<file path="src/rtl/apb_pkg.sv">
`default_nettype none
// ============================================================================
// Module      : apb_pkg
// Description : Shared APB command encodings and arbiter state encoding.
// Revision    : 1.0 - initial release
// ============================================================================
package apb_pkg;

    localparam logic [1:0] PMODE_NOP   = 2'b00;
    localparam logic [1:0] PMODE_READ  = 2'b10;
    localparam logic [1:0] PMODE_WRITE = 2'b11;

    typedef enum logic [0:0] {
        ARB_IDLE = 1'b0,
        ARB_BUSY = 1'b1
    } arb_state_t;

endpackage
`default_nettype wire

</file>
<file path="src/rtl/apb_rr_arbiter.sv">
`default_nettype none
// ============================================================================
// Module      : apb_rr_arbiter
// Description : Combinational round-robin search starting at rr_ptr, wrapping.
// Revision    : 1.0 - initial release
// ============================================================================
module apb_rr_arbiter
    import apb_pkg::*;
#(
    parameter int NREQ = 2
) (
    input  logic [NREQ-1:0]         req,
    input  logic [$clog2(NREQ)-1:0] rr_ptr,
    output logic [NREQ-1:0]         grant,
    output logic [$clog2(NREQ)-1:0] grant_idx,
    output logic                    any_req
);

    localparam int IDX_W = $clog2(NREQ);

    always_comb begin : p_search
        logic [IDX_W-1:0] w_idx;
        w_idx     = '0;
        grant     = '0;
        grant_idx = '0;
        any_req   = 1'b0;
        // Visit requesters in priority order rr_ptr, rr_ptr+1, ... modulo NREQ.
        for (int i = 0; i < NREQ; i++) begin
            w_idx = IDX_W'((int'(rr_ptr) + i) % NREQ);
            if (!any_req && req[w_idx]) begin
                grant[w_idx] = 1'b1;
                grant_idx    = w_idx;
                any_req      = 1'b1;
            end
        end
    end

endmodule
`default_nettype wire

</file>
<file path="src/rtl/apb_master_arbiter.sv">
`default_nettype none
// ============================================================================
// Module      : apb_master_arbiter
// Description : Round-robin sharing of one apb_master between NREQ requesters,
//               with registered command/response paths and a BUSY watchdog.
// Revision    : 1.0 - initial release
// ============================================================================
module apb_master_arbiter
    import apb_pkg::*;
#(
    parameter int NREQ       = 2,
    parameter int ADDR_WIDTH = 8,
    parameter int DATA_WIDTH = 8,
    parameter int PSEL_WIDTH = 1,
    parameter int TIMEOUT    = 16
) (
    input  logic                       PCLK_i,
    input  logic                       PRESET_i,
    input  logic [NREQ-1:0]            REQ_i,
    input  logic [NREQ-1:0]            REQ_WRITE_i,
    input  logic [NREQ*ADDR_WIDTH-1:0] REQ_ADDR_i,
    input  logic [NREQ*DATA_WIDTH-1:0] REQ_WDATA_i,
    input  logic [NREQ*PSEL_WIDTH-1:0] REQ_PSEL_i,
    output logic [NREQ-1:0]            REQ_GNT_o,
    output logic [NREQ-1:0]            REQ_DONE_o,
    output logic [DATA_WIDTH-1:0]      REQ_RDATA_o,
    output logic                       REQ_ERR_o,
    output logic                       TIMEOUT_o,
    output logic [1:0]                 M_PMODE_o,
    output logic [ADDR_WIDTH-1:0]      M_PADDR_o,
    output logic [DATA_WIDTH-1:0]      M_PWDATA_o,
    output logic [PSEL_WIDTH-1:0]      M_PSEL_o,
    input  logic                       M_PENABLE_i,
    input  logic                       M_PREADY_i,
    input  logic [DATA_WIDTH-1:0]      M_PRDATA_i,
    input  logic                       M_PSLVERR_i
);

    localparam int IDX_W = $clog2(NREQ);
    localparam int WD_W  = (TIMEOUT > 0) ? $clog2(TIMEOUT + 1) : 1;
    localparam logic [WD_W-1:0] c_wd_limit = WD_W'(TIMEOUT);

    arb_state_t              r_state, w_state_n;
    logic [1:0]              r_mode, w_mode_n;
    logic [ADDR_WIDTH-1:0]   r_addr, w_addr_n;
    logic [DATA_WIDTH-1:0]   r_wdata, w_wdata_n;
    logic [PSEL_WIDTH-1:0]   r_psel, w_psel_n;
    logic [NREQ-1:0]         r_gnt, w_gnt_n;
    logic [NREQ-1:0]         r_done, w_done_n;
    logic [DATA_WIDTH-1:0]   r_rdata, w_rdata_n;
    logic                    r_err, w_err_n;
    logic                    r_timeout, w_timeout_n;
    logic [IDX_W-1:0]        r_rr, w_rr_n;
    logic [IDX_W-1:0]        r_owner, w_owner_n;
    logic [WD_W-1:0]         r_wd, w_wd_n;

    logic [NREQ-1:0]         w_grant;
    logic [IDX_W-1:0]        w_grant_idx;
    logic                    w_any_req;
    logic                    w_complete;
    logic                    w_expire;

    apb_rr_arbiter #(
        .NREQ (NREQ)
    ) u_rr_arbiter (
        .req       (REQ_i),
        .rr_ptr    (r_rr),
        .grant     (w_grant),
        .grant_idx (w_grant_idx),
        .any_req   (w_any_req)
    );

    assign w_complete = M_PENABLE_i & M_PREADY_i;
    assign w_expire   = (TIMEOUT != 0) && (r_wd == c_wd_limit);

    always_comb begin
        w_state_n   = r_state;
        w_mode_n    = r_mode;
        w_addr_n    = r_addr;
        w_wdata_n   = r_wdata;
        w_psel_n    = r_psel;
        w_gnt_n     = '0;
        w_done_n    = '0;
        w_rdata_n   = r_rdata;
        w_err_n     = r_err;
        w_timeout_n = 1'b0;
        w_rr_n      = r_rr;
        w_owner_n   = r_owner;
        w_wd_n      = r_wd;

        case (r_state)
            ARB_IDLE: begin
                if (w_any_req) begin
                    for (int k = 0; k < NREQ; k++) begin
                        if (w_grant[k]) begin
                            w_mode_n  = REQ_WRITE_i[k] ? PMODE_WRITE : PMODE_READ;
                            w_addr_n  = REQ_ADDR_i[k*ADDR_WIDTH +: ADDR_WIDTH];
                            w_wdata_n = REQ_WDATA_i[k*DATA_WIDTH +: DATA_WIDTH];
                            w_psel_n  = REQ_PSEL_i[k*PSEL_WIDTH +: PSEL_WIDTH];
                        end
                    end
                    w_gnt_n   = w_grant;
                    w_owner_n = w_grant_idx;
                    w_wd_n    = '0;
                    w_state_n = ARB_BUSY;
                end
            end
            ARB_BUSY: begin
                // A real completion takes precedence over an expiring watchdog.
                if (w_complete || w_expire) begin
                    w_done_n[r_owner] = 1'b1;
                    w_rdata_n   = (w_complete && !r_mode[0]) ? M_PRDATA_i : '0;
                    w_err_n     = w_complete ? M_PSLVERR_i : 1'b1;
                    w_timeout_n = !w_complete;
                    w_mode_n    = PMODE_NOP;
                    w_rr_n      = (r_owner == IDX_W'(NREQ - 1)) ? '0 : r_owner + 1'b1;
                    w_state_n   = ARB_IDLE;
                end else if (r_wd != '1) begin
                    w_wd_n = r_wd + 1'b1;
                end
            end
            default: w_state_n = ARB_IDLE;
        endcase
    end

    always_ff @(posedge PCLK_i) begin
        if (!PRESET_i) begin
            r_state   <= ARB_IDLE;
            r_mode    <= PMODE_NOP;
            r_addr    <= '0;
            r_wdata   <= '0;
            r_psel    <= '0;
            r_gnt     <= '0;
            r_done    <= '0;
            r_rdata   <= '0;
            r_err     <= 1'b0;
            r_timeout <= 1'b0;
            r_rr      <= '0;
            r_owner   <= '0;
            r_wd      <= '0;
        end else begin
            r_state   <= w_state_n;
            r_mode    <= w_mode_n;
            r_addr    <= w_addr_n;
            r_wdata   <= w_wdata_n;
            r_psel    <= w_psel_n;
            r_gnt     <= w_gnt_n;
            r_done    <= w_done_n;
            r_rdata   <= w_rdata_n;
            r_err     <= w_err_n;
            r_timeout <= w_timeout_n;
            r_rr      <= w_rr_n;
            r_owner   <= w_owner_n;
            r_wd      <= w_wd_n;
        end
    end

    assign REQ_GNT_o   = r_gnt;
    assign REQ_DONE_o  = r_done;
    assign REQ_RDATA_o = r_rdata;
    assign REQ_ERR_o   = r_err;
    assign TIMEOUT_o   = r_timeout;
    assign M_PMODE_o   = r_mode;
    assign M_PADDR_o   = r_addr;
    assign M_PWDATA_o  = r_wdata;
    assign M_PSEL_o    = r_psel;

endmodule
`default_nettype wire

</file>
<file path="config.mk">
export PLATFORM = sky130hd
export DESIGN_NAME = apb_master_arbiter
export DESIGN_NICKNAME = d
export VERILOG_FILES = /design/src/rtl/apb_pkg.sv /design/src/rtl/apb_rr_arbiter.sv /design/src/rtl/apb_master_arbiter.sv
export SDC_FILE = /design/constraint.sdc
export NUM_CORES = 1
export LEC_CHECK = 0
export CORE_MARGIN = 5
export CORE_UTILIZATION = 44
export CTS_BUF_LIST = sky130_fd_sc_hd__clkbuf_16
export DETAILED_ROUTE_END_ITERATION = 16
export PLACE_DENSITY = 0.86
export SETUP_SLACK_MARGIN = 0.02
export SLEW_MARGIN = 20
export SYNTH_ARGS = -nofsm -noshare
export SYNTH_HDL_FRONTEND = slang
export SYNTH_SLANG_ARGS = --single-unit
export TNS_END_PERCENT = 20
</file>
<file path="constraint.sdc">
create_clock -name PCLK_i -period 4.6 [get_ports PCLK_i]
set_clock_uncertainty 0.2 [all_clocks]
set_input_delay 0.46 -clock PCLK_i [delete_from_list [all_inputs] [get_ports PCLK_i]]
set_output_delay 0.46 -clock PCLK_i [all_outputs]
set_load 0.02 [all_outputs]
</file>
# After elaboration in Yosys (flattened, before gate mapping)
# Index checks and enable logic that the tools add are counted.
# word_totals
word_cells,90
ff_bits,41
out_inout_bits,33
# classes
n_reduce_logical,17
bitwise,5
eq_ne,7
order_cmp,6
add_sub_neg,3
muxes,39
# ops
cell,n
8-bit two-way mux,5
1-bit two-way mux,19
5-bit two-way mux,3
2-bit two-way mux,6
3-bit AND reduction,4
5-bit one-hot mux with 2 select lines,1
"1-bit by 2-bit less-than comparator with 1-bit output, second input constant",3
"2-bit by 1-bit inequality test with 1-bit output, second input constant",3
"5-bit by 1-bit adder with 5-bit output, second input constant",1
"5-bit == test, second input constant",1
1-bit logical AND,5
"5-bit inequality test, second input constant",1
2-bit one-hot mux with 2 select lines,1
2-bit AND reduction,2
1-bit demux with 1-bit select,3
"1-bit >= comparator, second input constant",3
1-bit zero test,3
"3-bit inequality test, second input constant",1
1-bit NOT,3
3-bit OR reduction,1
"1-bit adder, second input constant",2
"2-bit inequality test, second input constant",1
2-bit bitwise OR,1
1-bit one-hot mux with 2 select lines,1
3 further kinds,3

# Depth between registers and ports, before layout
# Gate-level depths: netlist (run 1).
# logic_depth
ltp_word,11
mapped_depth,6
mapped_depth_nobuf,6

# Cells and area by module
# Synthesis (run 1) repeated with hierarchy kept, for this count alone.
# hier_totals
cells_unflattened,177
hier_area_um2,1828.0
# by_module_without_submodules
module,cells_each,area_each_um2,instances,seq_area_each_um2
apb_master_arbiter,172,1795.5,1,820.8
apb_rr_arbiter,5,32.5,1,0.0

# Worst setup path after synthesis (run 1)
# OpenSTA, ideal clock, no wires.
# synth_timing
kind,register to register
from,register r_wd[0]
to,register r_wd[3]
synth_period_minus_slack_ns,1.764
path_stages_with_launch,7
required_time_ns,4.328
setup_ns,0.072
t_arrival_ns,1.492
setup_slack_ns,2.836
path_cell_list,dfxtp_1 > ha_1 > and3_1 > ha_1 > nand2b_1 > nor4_1 > mux2i_1
# synth_between
elab_chain_len,4
word_cells_on_any_way,10
cone_classes,add/sub: 1; eq/ne: 4; mux: 3; reduce/logical: 2
# synth_lines
element,line_no,rtl
start: declaration,apb_master_arbiter.sv:55,"logic [WD_W-1:0] r_wd, w_wd_n;"
start signal: assignment,apb_master_arbiter.sv:154,r_wd <= w_wd_n;
5-bit by 1-bit adder with 5-bit output or 5-bit == test (tied branches),"apb_master_arbiter.sv:119, apb_master_arbiter.sv:74",
5-bit two-way mux or 1-bit logical OR (tied branches),"apb_master_arbiter.sv:118, apb_master_arbiter.sv:110",
5-bit two-way mux or 2-bit inequality test (tied branches),-,
5-bit one-hot mux with 2 select lines or 3-bit AND reduction (tied branches),-,
# Several ways; a longest one is shown, not always the timed one. The select of a mux whose other input is x is not followed.
# A chain may end at the register's enable or synchronous reset.

# Worst setup path in the final report (run 1)
# layout_timing
from,input REQ_i[1]
to,register r_wdata[4] (netlist: M_PWDATA_o[4])
# layout_between
elab_chain_len,8
word_cells_on_any_way,14
cone_classes,mux: 9; bitwise: 1; reduce/logical: 4
# layout_lines
element,line_no,rtl
start: declaration,apb_master_arbiter.sv:19,"input logic [NREQ-1:0] REQ_i,"
1-bit two-way mux (implied by the code) (2 in a row),apb_rr_arbiter.sv:30,if (!any_req && req[w_idx]) begin
1-bit two-way mux,apb_rr_arbiter.sv:30,
1-bit zero test,apb_rr_arbiter.sv:30,
1-bit logical AND,apb_rr_arbiter.sv:30,
2-bit two-way mux,apb_rr_arbiter.sv:30,
2-bit nonzero test (no source line),-,
3-bit AND reduction (no source line),-,
end signal: assignment,apb_master_arbiter.sv:145,r_wdata <= w_wdata_n;
end: declaration,apb_master_arbiter.sv:46,"logic [DATA_WIDTH-1:0] r_wdata, w_wdata_n;"
# Several ways; a longest one is shown, not always the timed one. The select of a mux whose other input is x is not followed.

==> results of run 1 <==
-- final cells by class --
class | instances | area, um^2 | share of cell area
Multi-Input combinational cell | 137 | 862.1 | 0.3118
Clock buffer | 5 | 125.1 | 0.04525
Clock inverter | 3 | 46.29 | 0.01674
Timing Repair Buffer | 84 | 833.3 | 0.3014
Sequential cell | 41 | 820.8 | 0.2968
Tap cell | 50 | 62.56 | 0.02262
Inverter | 4 | 15.01 | 0.005430
-- flip-flops by register name, summed over array words and instances (netlist names) --
register,count
M_PWDATA_o,8
TIMEOUT_o,1
M_PMODE_o,2
M_PADDR_o,8
REQ_GNT_o,2
r_wd,5
REQ_RDATA_o,8
REQ_DONE_o,2
M_PSEL_o,1
r_owner,1
r_state,1
REQ_ERR_o,1
r_rr,1
-- through the flow --
stage	cells	utilization	total power, W
after global placement	316	0.6544	0.0005853
after detailed placement	316	0.6544	0.0005878
after global routing	324	0.6963	0.001018
final	324	0.6963	0.0009808
after CTS	324	0.6975	0.0009852
after floorplan	199	-	0.0004920
-- worst max-delay path: cells and delay by family --
kind / cells / cell delay, ns
AO/OA/AOI/OAI: 3 / 1.00
buffers and inverters: 2 / 0.71
-- worst paths after layout --
kind | slack [ns] | to | depth (start not counted)
worst max-delay path | 2.43 | M_PWDATA_o[4] | 5
worst min-delay path | 0.28 | REQ_DONE_o[0] | 1
worst max register to register | 2.67 | r_wd[4] | 6
worst min register to register | 0.28 | REQ_DONE_o[0] | 1
-- cell usage after synthesis, drive strengths merged (2+ instances only) --
library cell	count
ha	3
o311ai	3
nand3	23
dfxtp	41
o21ai	35
a31oi	17
clkbuf	8
nand2	4
buf	9
nor3	4
nand4	5
and3	3
a32o	8
nor2	4
inv	4
or3	2
a21oi	6
nand2b	3
mux2i	2
-- metal layers --
layer | part of all wire | vias to the layer above
li1 | - | 904
met1 | 0.40 | 869
met2 | 0.47 | 75
met3 | 0.12 | 8
met4 | 0.0099 | 0
met5 | 0 | -
-- kinds of logic (layout without fill, tap and decap cells) --
logic type | Yosys count | after routing | synth area share
AO/OA/AOI/OAI | 76 | 76 | 0.2698
adder cells (fa/ha/maj) | 3 | 3 | 0.02103
buffers and inverters | 21 | 96 | 0.05746
flip-flops | 41 | 41 | 0.4597
multiplexers | 2 | 2 | 0.01121
AND/OR/NAND/NOR | 56 | 56 | 0.1808
-- power breakdown --
group	leakage (nW)	switching (W)	total, W	internal, W
Sequential	0.337	0.0000144	0.000393	0.000379
Clock	0.0800	0.000144	0.000401	0.000257
Combinational	0.576	0.0000916	0.000187	0.0000950
Total	0.992	0.000250	0.000981	0.000731
==> results.cfg, run 1 <==
[worst_setup_path]
crit_required_ns = 4.61
critPathLaunchType = primary input
worstSetupPathType = in -> reg
worstSetupEndpointType = register
max_stage_delay_ns = 0.61
worstPathCellList = clkdlybuf4s50_1 -> buf_4 -> o21ba_2 -> o21ai_0 -> a31oi_1
r2r-start = r_wd[0]
crit_path_start = REQ_i[1]
cp_slowest_cell = o21ba_2
cp.arrival_ns = 2.18
worstPathMaxFanout = 38

[synthesis]
synthArstFlopShare = 0
post_synth_inst_count = 199
ys_ff_latch = 41
post_synth_num_cell_types = 40
synth-edff-count = 0
syn_nets = 253
yosys-top-cells-area = dfxtp_1 46%, o21ai_0 9.5%, nand3_1 6.4%
netlist_area_um2 = 1785
ys.flop_type = dfxtp_1
synth_top_area_cell = dfxtp_1
ys_seq_area_frac = 0.4597
synth_top_area_share = 0.4597
yosys_warnings = 0
synth.avg_cell_area_um2 = 8.972

[cts]
cts_hold_buf = 0
cts_sinks = 41
clk_latency_ns = 0.28
cts_buffers = 5
cts-resized-gates = 0
clockBufferDepth = 2
cts_tree = built
htreeDepth = 2
root_buffer = clkbuf_16
cts.clk_slew.worst_paths_ns = 0.06
cts_setup_buffers = 0

[power]
total_leakage_power_nw = 0.9923
ir_worst_vdd_v = 0.0002431
p_per_area_nw_per_um2 = 354.7

[layout]
layout_common_cells = 82 x clkdlybuf4s50_1, 41 x dfxtp_1, 34 x o21ai_0
design_area_um2 = 2765
synthToLayoutAreaGrowth_pct = 54.87
drive_gt1_frac = 0.05839
final_common_cell = clkdlybuf4s50_1
nets = 327
nFillCells = 329
insertedDiodeCount = 0

[status]
outcome = finished, final reports clean

[global_route]
grt_antenna_before_repair = 0
top_usage_layer = met2
grt_use_total = 0.1916
grt_pass1_vias = 1741
met2_usage = 0.3209
grt_util_met3 = 0.09713
grt_pass1_wl_mm = 8.059
grt_max_degree = 39
overflow = 0
grt_use_met1 = 0.2151

[sta]
setup_viol = 0
max_slew_margin = 0.4891
tns_ns = 0
max_freq_mhz = 461.3
period_needed_ns = 2.168
fin_crit_sh = 0.4712
slew_viol_final = 0
worstMarginPinSlew_ns = 0.7664
hold_slack_ns = 0.2803
rsz0062_at_grt = false
setup_ws_ns = 2.432
hold_viol_final = 0

[placed_design]
place_ws_ns = 1.735
placed_area_um2 = 2599
gp_congestion = 0.7758
port_buffers = 83
dp_hpwl_mm = 3.592

[detailed_routing]
firstDrtPassIters = 5
routed_wl_mm = 5.034
drt-wirelength-per-cell_um = 15.54
dr_total_vias = 1856
route.detailed.drc = 0
ant_nets = 0
first_iter_violations = 147
vias_per_cell = 5.728

[floorplanning]
dieWidth_um = 73.70
dieHeight_um = 73.70
rows = 23
core_area_um2 = 3971
die_area_um2 = 5432
io_pins = 84
start_util = 0.4496

[run]
drv_cap = 0

[min_path]
hp-start = r_owner
hp-class = reg -> reg
Note: power is estimated with default switching activity, not from simulation.
==> run 2, diff against run 1 <==
- CORE_UTILIZATION: 44 -> 41
- PLACE_DENSITY: 0.86 -> 0.81
- clock period: 4.6 -> 2 ns (I/O delays scaled with it)
==> run 2 against run 1 <==
Die area up 6.3%; first-iteration DRC count decreased by 4.1%; sequential share of layout area shrank 1.0 points; power grew 130%; flip-flop and latch count is the same; worst setup slack got worse by 2.4 ns; final area grew 3.6%; final cell count up 3.7%; wire length increased by 11%; critical endpoint is now r_wd[1]; clock power grew 120%.
==> results.cfg, run 2 (synthesis gave the netlist of run 1 again) <==
[cts]
cts_sinks = 41
cts_buffers = 5
cts.clk_slew.worst_paths_ns = 0.06
root_buffer = clkbuf_16
cts_tree = built
cts_hold_buf = 0
clk_latency_ns = 0.28
clockBufferDepth = 2
htreeDepth = 2

[floorplanning]
core_area_um2 = 4294
dieWidth_um = 75.99
start_util = 0.4158
die_area_um2 = 5774
rows = 24
io_pins = 84
dieHeight_um = 75.99

[sta]
rsz0062_at_grt = true
max_slew_margin = 0.6005
max_freq_mhz = 506.8
setup_ws_ns = 0.02669
hold_viol_final = 0
period_needed_ns = 1.973
tns_ns = 0
slew_viol_final = 0
setup_viol = 0
fin_crit_sh = 0.9867
hold_slack_ns = 0.2952
worstMarginPinSlew_ns = 0.5980

[detailed_routing]
dr_total_vias = 1884
drt-wirelength-per-cell_um = 16.61
routed_wl_mm = 5.580
vias_per_cell = 5.607
ant_nets = 0
first_iter_violations = 141
firstDrtPassIters = 4
route.detailed.drc = 0

[min_path]
hp-start = M_PMODE_o[1]
hp-class = reg -> reg

[placed_design]
gp_congestion = 0.8301
place_ws_ns = 0.06111
placed_cells = 328
port_buffers = 83
dp_hpwl_mm = 3.965

[power]
p_per_area_nw_per_um2 = 787.6
total_leakage_power_nw = 1.058
ir_worst_vdd_v = 0.0004156
report.power.total_w = 0.002256

[global_route]
grt_max_degree = 25
grt_pass1_wl_mm = 9.039
overflow = 0
grt_antenna_before_repair = 0
grt_pass1_vias = 1844
grt_use_total = 0.1903

[worst_setup_path]
max_stage_delay_ns = 0.37
cp_slowest_cell = o311ai_1
worstSetupPathType = reg -> reg
crit_required_ns = 1.96
cp_top_family = compound AO/OA/AOI/OAI gates
worstPathCellList = ha_1 -> and3_1 -> ha_1 -> nand2b_1 -> o311ai_1 -> a21oi_1
cp.arrival_ns = 1.93
crit_buf_inv = 0
r2r_slack_ns = 0.03
r2r-start = r_wd[0]
worstPathMaxFanout = 4
worstSetupEndpointType = register
path_common_cell = ha_1
critPathLaunchType = register
crit_path_start = r_wd[0]

[layout]
insertedDiodeCount = 0
final_common_cell = clkdlybuf4s50_1
stdcell_count = 336
synthToLayoutAreaGrowth_pct = 60.41
drive_gt1_frac = 0.07746
nets = 337
layout_common_cells = 83 x clkdlybuf4s50_1, 41 x dfxtp_1, 34 x o21ai_0

[status]
outcome = finished, final reports clean

[run]
drv_cap = 0
## run 2: cell count changes in the layout (fill, tap and decap cells not counted), sizes merged
cell           previous run  this run
inv                       4         5
clkinvlp                  1         0
buf                       2        11
clkdlybuf4s50            82        83
## run 2: layout make-up
cell class	instances	area (um^2)
flip-flops and latches	41	820.8
fillers	373	1430
repair buffers	94	938.4
multi-input cells	137	862.1
clock buffers	5	125.1
clock inverters	3	37.54
inverters	4	15.01
well taps	52	65.06
## run 2: metal layers
layer / track usage / share of wire / vias to the layer above
li1: - / - / 929
met2: 0.3399 / 0.50 / 65
met3: 0.06028 / 0.078 / 6
met4: 0.04270 / 0.0093 / 0
met1: 0.2191 / 0.41 / 884
met5: 0 / 0 / -
## run 2: path summary, 6_finish.rpt
path	endpoint	depth (start not counted)
setup / recovery	r_wd[1]	6
hold / removal	M_PMODE_o[1]	2
setup reg to reg	r_wd[1]	6
hold reg to reg	M_PMODE_o[1]	2
## run 2: worst register-to-register path, cell delays in order, from the launching register on
cell	delay, ns
dfxtp_1	0.34
ha_1	0.23
and3_1	0.18
ha_1	0.18
nand2b_1	0.23
o311ai_1	0.37
a21oi_1	0.12
## run 2: through the flow
| step | util | instance area (um^2) |
|---|---|---|
| 6_report | 0.6670 | 2864 |
| 5_1_grt | 0.6670 | 2864 |
| 4_1_cts | 0.6670 | 2864 |
| 3_5_place_dp | 0.6291 | 2701 |
| 3_3_place_gp | 0.6291 | 2701 |
| 2_1_floorplan | - | 1785 |
## run 2: what timing repair did
| action | in CTS | in global routing |
|---|---|---|
| setup buffers | 0 | 0 |
| endpoints found under the hold margin | 0 | 0 |
| endpoints found under the setup margin | 2 | 4 |
| gates resized for setup | 1 | 2 |
## run 2: power by group
part	leakage [nW]	switching [W]	internal (W)
sequential	0.337	0.0000304	0.000872
clock	0.0826	0.000306	0.000579
combinational	0.639	0.000225	0.000243
